$ cat config.mk
export PLATFORM = sky130hd
export DESIGN_NAME = quad_encoder_emulator
export DESIGN_NICKNAME = d
export VERILOG_FILES = /design/src/rtl/quad_encoder_emulator.sv
export SDC_FILE = /design/constraint.sdc
export NUM_CORES = 1
export LEC_CHECK = 0
export BUFFER_PORTS_ARGS = -buffer_cell sky130_fd_sc_hd__buf_2
export CAP_MARGIN = 40
export CORE_ASPECT_RATIO = 1.25
export CORE_MARGIN = 4
export CORE_UTILIZATION = 63
export CTS_CLUSTER_SIZE = 8
export DETAILED_ROUTE_END_ITERATION = 10
export PLACE_DENSITY = 0.84
export SYNTH_ARGS = -nofsm -noshare
export SYNTH_HDL_FRONTEND = slang
export SYNTH_SLANG_ARGS = --single-unit
$ cat constraint.sdc
create_clock -name clk -period 4.6 [get_ports clk]
set_input_delay 0.92 -clock clk [delete_from_list [all_inputs] [get_ports clk]]
set_output_delay 0.92 -clock clk [all_outputs]
set_load 0.03 [all_outputs]
$ cat src/rtl/quad_encoder_emulator.sv
// quad_encoder_emulator: turns a signed RPM command into quadrature A/B edges
// at the RPM reader's scaling. A 32-step restoring divider converts |rpm| into
// a quarter-period in clock cycles; a run/stop FSM steps the phase at quarter
// boundaries. Optional index output: define ENC_EMU_INDEX_EN to add enc_z.
module quad_encoder_emulator #(
  parameter int unsigned DATA_WIDTH    = 16,
  parameter int unsigned CLK_FREQ      = 27_000_000,
  parameter int unsigned PULSE_PER_REV = 27_000
) (
  input  logic                  clk,
  input  logic                  rstn,
  input  logic                  cmd_valid_i,
  input  logic [DATA_WIDTH-1:0] cmd_rpm_i,
  output logic                  cmd_ready_o,
  output logic                  enc_a,
  output logic                  enc_b,
`ifdef ENC_EMU_INDEX_EN
  output logic                  enc_z,
`endif
  output logic                  running_o,
  output logic [31:0]           position_o
);

  // Clock cycles per A period at 1 RPM.
  localparam longint unsigned NumFull = 64'(60) * 64'(CLK_FREQ) / 64'(PULSE_PER_REV);
  localparam logic [31:0] NUMERATOR = NumFull[31:0];
  // Divisor |rpm|*4 peaks at 2^(DATA_WIDTH+1), so it needs DATA_WIDTH+2 bits.
  localparam int unsigned RemW = DATA_WIDTH + 2;

  typedef enum logic [0:0] {StStop, StRun} state_e;

  // Divider state
  logic            busy_q;
  logic [5:0]      div_cnt_q;
  logic [31:0]     dvd_q;      // dividend shifts out, quotient shifts in
  logic [RemW-1:0] rem_q;
  logic [RemW-1:0] dsr_q;
  logic            div_zero_q;
  logic            div_dir_q;

  // Pending command
  logic        pend_valid_q, pend_stop_q, pend_dir_q;
  logic [31:0] pend_quarter_q;

  // Sequencer state
  state_e      state_q;
  logic [31:0] quarter_q, qcnt_q;
  logic        dir_q;
  logic [1:0]  phase_q;
  logic        enc_a_q, enc_b_q, running_q;
  logic [31:0] position_q;

  // Command magnitude; the extra bit keeps -2^(DATA_WIDTH-1) representable.
  logic                cmd_sign;
  logic [DATA_WIDTH:0] cmd_ext, cmd_mag;
  logic                accept;

  assign cmd_sign = cmd_rpm_i[DATA_WIDTH-1];
  assign cmd_ext  = {cmd_sign, cmd_rpm_i};
  assign cmd_mag  = cmd_sign ? (~cmd_ext + 1'b1) : cmd_ext;
  assign accept   = cmd_valid_i & ~busy_q;

  // One restoring-division step; remainder stays below the divisor.
  logic [RemW:0]   rem_sh;
  logic [RemW-1:0] rem_sub;
  logic            rem_fits;
  logic            div_done;
  logic [31:0]     div_quarter;

  assign rem_sh      = {rem_q, dvd_q[31]};
  assign rem_fits    = rem_sh >= {1'b0, dsr_q};
  assign rem_sub     = rem_sh[RemW-1:0] - dsr_q;
  assign div_done    = busy_q && (div_cnt_q == 6'd32);
  assign div_quarter = (dvd_q == 32'd0) ? 32'd1 : dvd_q;

  // Divider: capture on accept, 32 iterations, then one cycle to publish.
  always_ff @(posedge clk or negedge rstn) begin
    if (!rstn) begin
      busy_q     <= 1'b0;
      div_cnt_q  <= '0;
      dvd_q      <= '0;
      rem_q      <= '0;
      dsr_q      <= '0;
      div_zero_q <= 1'b0;
      div_dir_q  <= 1'b1;
    end else if (accept) begin
      busy_q     <= 1'b1;
      div_cnt_q  <= '0;
      dvd_q      <= NUMERATOR;
      rem_q      <= '0;
      dsr_q      <= {cmd_mag[DATA_WIDTH-1:0], 2'b00};
      div_zero_q <= (cmd_mag == '0);
      div_dir_q  <= ~cmd_sign;
    end else if (busy_q) begin
      if (div_done) begin
        busy_q <= 1'b0;
      end else begin
        dvd_q     <= {dvd_q[30:0], rem_fits};
        rem_q     <= rem_fits ? rem_sub : rem_sh[RemW-1:0];
        div_cnt_q <= div_cnt_q + 6'd1;
      end
    end
  end

  // A just-finished division is visible in the same cycle so STOP->RUN lands on N+33.
  logic        pend_avail, pend_stop, pend_dir;
  logic [31:0] pend_quarter;
  logic        boundary, consume;
  logic [1:0]  phase_nx;

  assign pend_avail   = div_done | pend_valid_q;
  assign pend_stop    = div_done ? div_zero_q  : pend_stop_q;
  assign pend_dir     = div_done ? div_dir_q   : pend_dir_q;
  assign pend_quarter = div_done ? div_quarter : pend_quarter_q;
  assign boundary     = (qcnt_q == quarter_q - 32'd1);
  assign consume      = pend_avail & ((state_q == StStop) | boundary);
  assign phase_nx     = dir_q ? (phase_q + 2'd1) : (phase_q - 2'd1);

  // Pending slot: newest completed command wins until the sequencer takes it.
  always_ff @(posedge clk or negedge rstn) begin
    if (!rstn) begin
      pend_valid_q   <= 1'b0;
      pend_stop_q    <= 1'b0;
      pend_dir_q     <= 1'b1;
      pend_quarter_q <= 32'd1;
    end else if (div_done && !consume) begin
      pend_valid_q   <= 1'b1;
      pend_stop_q    <= div_zero_q;
      pend_dir_q     <= div_dir_q;
      pend_quarter_q <= div_quarter;
    end else if (consume) begin
      pend_valid_q <= 1'b0;
    end
  end

`ifdef ENC_EMU_INDEX_EN
  localparam int unsigned IdxW = $clog2(4 * PULSE_PER_REV);
  localparam logic [IdxW-1:0] IdxLast = IdxW'(4 * PULSE_PER_REV - 1);
  logic [IdxW-1:0] idx_q, idx_nx;
  logic            enc_z_q;

  assign idx_nx = dir_q ? ((idx_q == IdxLast) ? '0 : idx_q + 1'b1)
                        : ((idx_q == '0) ? IdxLast : idx_q - 1'b1);
  assign enc_z  = enc_z_q;

  // Index counter follows every phase step, wrapping at both ends.
  always_ff @(posedge clk or negedge rstn) begin
    if (!rstn) begin
      idx_q   <= '0;
      enc_z_q <= 1'b1;
    end else if (state_q == StRun && boundary && !(pend_avail && pend_stop)) begin
      idx_q   <= idx_nx;
      enc_z_q <= (idx_nx == '0);
    end
  end
`endif

  // Run/stop sequencer; speed/direction changes only at quarter boundaries.
  always_ff @(posedge clk or negedge rstn) begin
    if (!rstn) begin
      state_q    <= StStop;
      running_q  <= 1'b0;
      quarter_q  <= 32'd1;
      qcnt_q     <= '0;
      dir_q      <= 1'b1;
      phase_q    <= 2'd0;
      enc_a_q    <= 1'b0;
      enc_b_q    <= 1'b0;
      position_q <= '0;
    end else begin
      unique case (state_q)
        StStop: begin
          if (pend_avail && !pend_stop) begin
            quarter_q <= pend_quarter;
            dir_q     <= pend_dir;
            qcnt_q    <= '0;
            state_q   <= StRun;
            running_q <= 1'b1;
          end
        end
        StRun: begin
          if (boundary) begin
            qcnt_q <= '0;
            if (pend_avail && pend_stop) begin
              state_q   <= StStop;
              running_q <= 1'b0;
            end else begin
              phase_q    <= phase_nx;
              enc_a_q    <= phase_nx[1] ^ phase_nx[0];
              enc_b_q    <= phase_nx[1];
              position_q <= dir_q ? (position_q + 32'd1) : (position_q - 32'd1);
              if (pend_avail) begin
                quarter_q <= pend_quarter;
                dir_q     <= pend_dir;
              end
            end
          end else begin
            qcnt_q <= qcnt_q + 32'd1;
          end
        end
        default: state_q <= StStop;
      endcase
    end
  end

  assign cmd_ready_o = ~busy_q;
  assign enc_a       = enc_a_q;
  assign enc_b       = enc_b_q;
  assign running_o   = running_q;
  assign position_o  = position_q;

endmodule
==> run metrics <==
outcome complete, no violations; GRT Total Usage 0.2522; mapped cell area 12830 um^2; Worst setup EP type flop; Final setup viols 0; worst slew pin tran 0.8617 ns; CP Buf/Inv Count 4; Synth Flop Type dfrtp_1; Core ar. 20100 um^2; Largest stage delay, worst path 0.51 ns; Hold WC Path Type in2async; WP data arrival 4.31 ns; Pwr Density 678.9 nW/um^2; Post-route DRC 0; CTS Hold Buffers Added 0; layout net count 1526; n_diodes 0; vias in the first global route 10380; CP max-delay cell nor4b_1; Starting DRT DRC Count 648; largest net degree at the start of global routing 91; DRT Wirelength 28310 um; Worst VDD drop 0.4712 mV; IO Pins 55; fmax 256.8 MHz; Reg clk slew, reported paths 0.05 ns; Relative slew margins 0.4244; die footprint 22730 um^2; # fillers 1518; layout cells sized above 1 0.09405; Crit path max-delay family compound AO/OA/AOI/OAI gates; final hold vios 0; most frequent cells in the layout nand2_1, dfrtp_1, o21ai_0; footprint of the multi-input gates 7064 um^2; row cnt 58; root buf cell clkbuf_16; EDFF count, synth 0; post-CTS resize count 0; Vias/cell 6.033; Initial Util 0.6382; Synth cell types 73; register bit total from synthesis 212; TritonCTS clock tree built; global route overflow 0; first-pass GRT wire length 48440 um; Max Cap Viol 0; crit path kind reg2reg; Final GP Congestion 0.8981; leading cell type in the layout, fill and taps excluded nand2_1; Pleak 7.014 nW; area delta synth->final 10.44%; Clock Skew 0.008881 ns; via count 10550; cell mode on critical path nor3_1; die width 135.6 um; TritonCTS Buffers 30; Setup Buffers After CTS 0; DP HPWL 19270 um; syn avg cell area 9.003 um^2; worst path cell trace inv_1 > ha_1 > nor4b_1 > nand4_1 > buf_4 > nor3_1 > mux2_2 > nor3_1 > o2111ai_1 > o31ai_4 > buf_12 > inv_2 > a221o_1; register area 5311 um^2; CP Max Fanout 42; worst-skew pair later-pin latency 0.54 ns; clk buf depth 3; max-slew violation count 0; unrepaired setup endpoints after global routing no; CP Launch Type flop; Pwr Total 9.619 mW; Post-Syn Nets 1497; remaining antenna violation count after routing 0; Setup TNS 0 ns; CTS Sinks 212; H-tree Lvls 1; post-synthesis async set-or-reset flop share 1.000; Seq/Total Area, Yosys 0.4140; fin crit period 3.894 ns; antenna violations before repair 0; DR WL/cell 16.19 um; Synth Instances 1425; Worst EP required 5.02 ns; synth warn 0; First-pass DRT Iterations 6; number of port buffers 54; die height 167.6 um; period utilisation layout 0.8464
cell type report:
cell class / count / share of cell area
Timing Repair Buffer: 68 / 0.02923
Multi-Input combinational cell: 1099 / 0.4986
Sequential cell: 212 / 0.3749
Tap cell: 270 / 0.02384
Clock buffer: 56 / 0.06208
Inverter: 43 / 0.01139
kinds of logic (layout without fill, tap and decap cells):
| group | after synthesis | count (layout) | synth area share |
|---|---|---|---|
| AO/OA/AOI/OAI | 350 | 350 | 0.1659 |
| flip-flops | 212 | 212 | 0.4140 |
| multiplexers | 89 | 89 | 0.07382 |
| AND/OR/NAND/NOR | 509 | 509 | 0.1900 |
| buffers and inverters | 114 | 167 | 0.03657 |
| XOR/XNOR | 98 | 98 | 0.06690 |
| adder cells (fa/ha/maj) | 53 | 53 | 0.05286 |
per-layer routing:
layer / GRT usage / share of wire
met1: 0.3215 / 0.42
met2: 0.4385 / 0.50
met3: 0.02855 / 0.040
met4: 0.09952 / 0.036
met5: 0 / 0
power by group:
group,switching (mW),leakage (nW),internal [mW],total (mW)
Sequential,0.537,2.79,2.38,2.92
Combinational,2.65,3.80,2.00,4.65
Clock,0.786,0.418,1.26,2.05
cell usage after synthesis (18+ instances only):
master,n,share of area
nand3_1,63,0.025
and3_1,18,0.0088
a21oi_1,47,0.018
mux2_1,31,0.027
xor2_1,57,0.039
a21o_1,20,0.012
dfrtp_1,207,0.40
nor3_1,20,0.0078
mux2i_1,44,0.034
xnor2_1,41,0.028
clkbuf_1,50,0.015
o21ai_0,138,0.054
nand2_1,225,0.066
nor2_1,71,0.021
o21ai_1,38,0.015
inv_1,42,0.012
nor4_1,18,0.0088
ha_1,51,0.050
o31ai_1,24,0.014
flip-flops by register name, summed over array words and instances, names as in the netlist:
register / count
dvd_q: 32
pend_quarter_q: 32
position_o: 32
qcnt_q: 32
quarter_q: 32
rem_q: 18
dsr_q: 16
div_cnt_q: 6
phase_q: 2
busy_q: 1
dir_q: 1
div_dir_q: 1
div_zero_q: 1
enc_a: 1
pend_dir_q: 1
pend_stop_q: 1
pend_valid_q: 1
running_o: 1
state_q: 1
per-stage QoR:
stage / cell area (um^2) / hold WS [ns] / cells / setup slack, ns / util
detailed placement: 13290 / 0.4640 / 1692 / 0.7383 / 0.6611
global route: 14170 / 0.4113 / 1748 / 0.3467 / 0.7048
CTS: 14170 / 0.3752 / 1748 / 0.7164 / 0.7048
global placement: 13280 / 0.4570 / 1691 / 0.8228 / 0.6605
finish: 14170 / 0.3504 / 1748 / 0.7063 / 0.7048
floorplan: 12830 / 0.4498 / 1425 / 0.9328 / -
worst paths after layout:
path | startpoint | end | slack (ns) | depth (start not counted)
hold / removal | rstn | qcnt_q[3] | 0.35 | 1
max in group asynchronous | rstn | dsr_q[10] | 3.25 | 2
min in group clk | position_o[31] | position_o[31] | 0.47 | 1
hold reg to reg | position_o[31] | position_o[31] | 0.47 | 1
setup / recovery | quarter_q[1] | qcnt_q[17] | 0.71 | 13
setup reg to reg | quarter_q[1] | qcnt_q[17] | 0.71 | 13
Power figures use the tool's default switching activity.
